$ cat src/rtl/bus_mux_arbiter.sv
// ---------------------------------------------------------------------------
// bus_mux_arbiter
//   Round-robin arbiter/sequencer in front of the shared 4:1 tri-state bus
//   mux. Grants one requester at a time, drives the mux selects and the
//   final-stage buffer enable, and preempts an owner that has held the bus
//   for MAX_HOLD cycles while someone else is waiting.
//
//   Optional feature macro: BUS_ARB_TURNAROUND_EN
//     defined   -> one TURN cycle (all buffers off) between owners
//     undefined -> back-to-back handoff, no dead cycle
//
// Parameters
//   MAX_HOLD  max consecutive GRANT cycles while another req is pending (2..255)
// Ports
//   clk     in   rising-edge clock
//   rst_n   in   asynchronous active-low reset
//   req     in   [3:0] request vector, level held while bus is wanted
//   gnt     out  [3:0] one-hot grant or zero (registered)
//   sel     out  [1:0] index of current/most recent owner (registered)
//   bus_en  out  tri-state stage enable, high only while granted (registered)
//   busy    out  high whenever the FSM is not IDLE (registered)
// ---------------------------------------------------------------------------
module bus_mux_arbiter #(
   parameter int MAX_HOLD = 8
) (
   input  logic       clk,
   input  logic       rst_n,
   input  logic [3:0] req,
   output logic [3:0] gnt,
   output logic [1:0] sel,
   output logic       bus_en,
   output logic       busy
);

   localparam logic [7:0] HOLD_LAST = 8'(MAX_HOLD - 1);

   typedef enum logic [1:0] {
      IDLE  = 2'd0,
`ifdef BUS_ARB_TURNAROUND_EN
      TURN  = 2'd2,
`endif
      GRANT = 2'd1
   } state_t;

   state_t     state_q, state_d;
   logic [1:0] ptr_q, ptr_d;
   logic [1:0] sel_q, sel_d;
   logic [7:0] hold_q, hold_d;
   logic [3:0] gnt_q, gnt_d;
   logic       bus_en_q, bus_en_d;
   logic       busy_q, busy_d;

   // Round-robin search: scans p+1, p+2, p+3, p. Iterating from lowest to
   // highest priority lets the highest-priority hit overwrite the result.
   // Returns {found, index}.
   function automatic logic [2:0] rr_pick(input logic [3:0] r, input logic [1:0] p);
      logic [2:0] res;
      logic [1:0] idx;
      res = 3'b000;
      for (int k = 4; k >= 1; k--) begin
         idx = p + 2'(k);
         if (r[idx]) res = {1'b1, idx};
      end
      return res;
   endfunction

   logic [3:0] own_oh;
   logic       others;
   logic       release_own;
   logic [2:0] pick_all;
   logic [2:0] pick_oth;

   always_comb begin
      own_oh      = 4'b0001 << sel_q;
      others      = |(req & ~own_oh);
      // voluntary drop, or forced preemption once the hold limit is reached
      release_own = !req[sel_q] || ((hold_q == HOLD_LAST) && others);
      pick_all    = rr_pick(req, ptr_q);
      // ptr_q equals the owner while granted, so the owner would be last
      // anyway; masking removes it completely for direct handoff
      pick_oth    = rr_pick(req & ~own_oh, ptr_q);
   end

   always_comb begin
      state_d = state_q;
      ptr_d   = ptr_q;
      sel_d   = sel_q;
      hold_d  = hold_q;
      case (state_q)
         GRANT: begin
            if (release_own) begin
               hold_d = 8'd0;
`ifdef BUS_ARB_TURNAROUND_EN
               state_d = TURN;
`else
               if (pick_oth[2]) begin
                  state_d = GRANT;
                  ptr_d   = pick_oth[1:0];
                  sel_d   = pick_oth[1:0];
               end else begin
                  state_d = IDLE;
               end
`endif
            end else if (hold_q != HOLD_LAST) begin
               hold_d = hold_q + 8'd1;
            end
         end
`ifdef BUS_ARB_TURNAROUND_EN
         TURN: begin
            hold_d = 8'd0;
            if (pick_all[2]) begin
               state_d = GRANT;
               ptr_d   = pick_all[1:0];
               sel_d   = pick_all[1:0];
            end else begin
               state_d = IDLE;
            end
         end
`endif
         default: begin
            hold_d = 8'd0;
            if (pick_all[2]) begin
               state_d = GRANT;
               ptr_d   = pick_all[1:0];
               sel_d   = pick_all[1:0];
            end else begin
               state_d = IDLE;
            end
         end
      endcase
   end

   // Outputs are computed from the next state so they are registered
   // without adding a cycle of latency.
   always_comb begin
      bus_en_d = (state_d == GRANT);
      gnt_d    = bus_en_d ? (4'b0001 << sel_d) : 4'b0000;
      busy_d   = (state_d != IDLE);
   end

   always_ff @(posedge clk or negedge rst_n) begin
      if (!rst_n) begin
         state_q  <= IDLE;
         ptr_q    <= 2'd3;
         sel_q    <= 2'd0;
         hold_q   <= 8'd0;
         gnt_q    <= 4'b0000;
         bus_en_q <= 1'b0;
         busy_q   <= 1'b0;
      end else begin
         state_q  <= state_d;
         ptr_q    <= ptr_d;
         sel_q    <= sel_d;
         hold_q   <= hold_d;
         gnt_q    <= gnt_d;
         bus_en_q <= bus_en_d;
         busy_q   <= busy_d;
      end
   end

   assign gnt    = gnt_q;
   assign sel    = sel_q;
   assign bus_en = bus_en_q;
   assign busy   = busy_q;

endmodule

$ cat config.mk
export PLATFORM = sky130hd
export DESIGN_NAME = bus_mux_arbiter
export DESIGN_NICKNAME = d
export VERILOG_FILES = /design/src/rtl/bus_mux_arbiter.sv
export SDC_FILE = /design/constraint.sdc
export NUM_CORES = 1
export LEC_CHECK = 0
export CAP_MARGIN = 20
export CELL_PAD_IN_SITES_DETAIL_PLACEMENT = 1
export CELL_PAD_IN_SITES_GLOBAL_PLACEMENT = 1
export CORE_ASPECT_RATIO = 0.6
export CORE_MARGIN = 5
export CORE_UTILIZATION = 43
export DETAILED_ROUTE_END_ITERATION = 8
export MAX_ROUTING_LAYER = met4
export PLACE_DENSITY = 0.85
export SLEW_MARGIN = 20
export SYNTH_ARGS = -nofsm -noshare
export SYNTH_HDL_FRONTEND = slang
export SYNTH_SLANG_ARGS = --single-unit
$ cat constraint.sdc
create_clock -name clk -period 3.21 [get_ports clk]
set_clock_uncertainty 0.15 [all_clocks]
set_input_delay 0.642 -clock clk [delete_from_list [all_inputs] [get_ports clk]]
set_output_delay 0.642 -clock clk [all_outputs]
set_load 0.01 [all_outputs]
==> impl_metrics.tcl <==
set metrics [dict create \
    status "complete, no violations" \
    drcViolationCount 0 \
    synth_edf_count 0 \
    powerDensity_nw_per_um2 834 \
    cts_buffers 3 \
    critPathArrivalTime_ps 2950 \
    viasPerCell 6.06 \
    cp_data_required_time_ps 3250 \
    postLayoutCoreUtil_pct 52.5 \
    path_class "primary input to flip-flop" \
    synthToLayoutAreaGrowth_pct 16.0 \
    synth_nets 149 \
    worst_pin_slew_ps 901 \
    rrSetupSlack_ps 510 \
    synth_top_area_share_pct 34.2 \
    instances_no_fill 194 \
    start_util_pct 45.2 \
    clock_latency_ps 270 \
    layout_common_cells "dfrtp_1 (18), nor2_1 (15), nand2_1 (13), clkdlybuf4s50_1 (13), a21oi_1 (8)" \
    die_w_um 81.4 \
    diodes 0 \
    dp_hpwl_um 2680 \
    io_pins 14 \
    cts.path.max_buffers 2 \
    slew-limit-headroom_pct 39.5 \
    grt.total_usage_pct 20.4 \
    fmax_mhz 344 \
    path_max_fanout 12 \
    placed_cells 190 \
    cts_resized 0 \
    maxCapViolations 0 \
    yosysWarnings 0 \
    busiest_layer "met2" \
    port_buffers 13 \
    drt_first_pass_iters 4 \
    ys_seq_area_share_pct 38.2 \
    cts-htree-levels 1 \
    grt_pass1_vias 1250 \
    grt_pass1_wl_um 6270 \
    die_h_um 52.9 \
    hold_depth 2 \
    drive_gt1_share_pct 13.2 \
    layout_commonest_cell "dfrtp_1" \
    wl_per_cell_um 19.5 \
    min_from "hold_q[0]" \
    met3_usage_pct 3.91 \
    synth_area_leader_cell "dfrtp_1" \
    use_met2_pct 33.5 \
    cts_num_sinks 20 \
    netlist_instances 142 \
    met1_usage_pct 26.3 \
    gp_congestion 0.846 \
    cts_tree "built" \
    gr-total-overflow 0 \
    fill_cells 347 \
    clkTransAtPathRegs_ps 80 \
    wl_um 3780 \
    leakage_nw 0.604 \
    post_dp_cell_area_um2 1460 \
    whs_endpoint "hold_q[0]" \
    finalCriticalPeriod_ps 2910 \
    synthFlopType "dfrtp_1" \
    rows 15 \
    setup_tns_ps 0 \
    final_nets 160 \
    min_period_over_period_pct 90.6 \
    core-area_um2 2910 \
    grt_start_max_net_pins 21 \
    ys_top_cells_by_area "dfrtp_1 (34%), nor2_1 (4.3%), dfstp_2 (4.0%)" \
    endpoint_kind "flip-flop" \
    synthArstFlopShare_pct 100 \
    r2r-end "gnt[3]" \
    cts-root-buf "clkbuf_8" \
    finalHoldViolCount 0 \
    ys_ff_latch 20 \
    regArea_um2 503 \
    grt_setup_unrepaired "false" \
    multi_input_area_um2 732 \
    post_cts_buffers 0 \
    max-vdd-ir-drop_mv 0.536 \
    antenna_left 0 \
    drt-initial-drc-count 63 \
    worstHoldPathType "flip-flop to flip-flop" \
    setup_viol 0 \
    rr_startpoint "ptr_q[0]" \
    vias 1176 \
    synth_cell_types 49 \
    dieArea_um2 4300 \
    stdcell_area_um2 1530 \
    synth_area_um2 1320 \
    antenna_found_initial 0 \
    reg2regPathDepth 6 \
    syn_area_per_cell_um2 9.27 \
    hold_buffers 0 \
    critPathLaunchType "primary input" \
    drv_slew 0 \
]
area by class of cell:
class / instances / area share [%]
Tap cell: 42 / 3.44
Clock inverter: 1 / 1.97
Multi-Input combinational cell: 107 / 48.0
Sequential cell: 20 / 33.0
Timing Repair Buffer: 15 / 9.51
Clock buffer: 3 / 2.70
Inverter: 6 / 1.48
report_power, final:
part / leakage [nW] / switching (mW) / internal, mW
logic: 0.322 / 0.300 / 0.270
registers: 0.247 / 0.127 / 0.316
clock network: 0.0357 / 0.0933 / 0.167
total: 0.604 / 0.521 / 0.753
registers in the layout, indices dropped and copies added, names as in the netlist:
name,flops
gnt,4
sel,2
hold_q,8
busy,1
state_q,2
bus_en,1
ptr_q,2
metal layers:
metal / share of wire, % / vias up
met5: 0 / -
met4: 0.95 / 0
met3: 4.9 / 4
met2: 47 / 32
met1: 47 / 603
li1: - / 537
cell families after synthesis:
| family | Yosys count | share of synthesized area, % |
|---|---|---|
| AOI/OAI and AO/OA | 36 | 22.3 |
| xor gates and xnor gates | 6 | 3.99 |
| adders and majority gates | 1 | 0.950 |
| buffers and inverters | 15 | 6.18 |
| DFF | 20 | 38.2 |
| muxes | 6 | 5.61 |
| other | 1 | 0.285 |
| and+or+nand+nor | 57 | 22.4 |
worst max-delay path, cell delays in order:
cell	delay (ps)
clkdlybuf4s50_1	620
mux4_2	590
o31ai_4	90
nand4_1	300
nor3_2	330
a311o_2	200
nor3b_2	170
cell usage after synthesis, types with 2 or more instances:
cell	number
nand4_1	2
a21o_1	3
or3_1	2
a31oi_1	2
a21oi_1	8
dfrtp_1	18
nor3_1	6
nor2_1	15
nor2b_1	2
a311o_2	2
o21bai_1	2
o21ai_0	4
mux2i_1	4
buf_2	2
nand3_1	7
nor3b_2	2
nand2_1	13
inv_1	6
buf_4	4
clkbuf_1	2
xor2_1	3
dfstp_2	2
xnor2_1	3
nand2b_1	3
through the flow:
step | hold slack, ps | setup WS [ps] | power (mW)
after detailed placement | 417 | 49.4 | 1.00
after global routing | 497 | 160 | 1.34
after global placement | 397 | 205 | 0.967
final | 443 | 301 | 1.27
after CTS | 449 | 310 | 1.27
after floorplan | 196 | 834 | 0.830
worst max-delay path by stage:
stage | from | end | cells past startpoint
after global routing | req[1] | gnt[2] | 7
after global placement | req[1] | gnt[1] | 7
after CTS | req[1] | gnt[2] | 7
final | req[1] | gnt[2] | 7
after detailed placement | req[1] | gnt[2] | 7
after floorplan | req[3] | gnt[1] | 7
No activity file was read; power rests on OpenSTA's default activity.
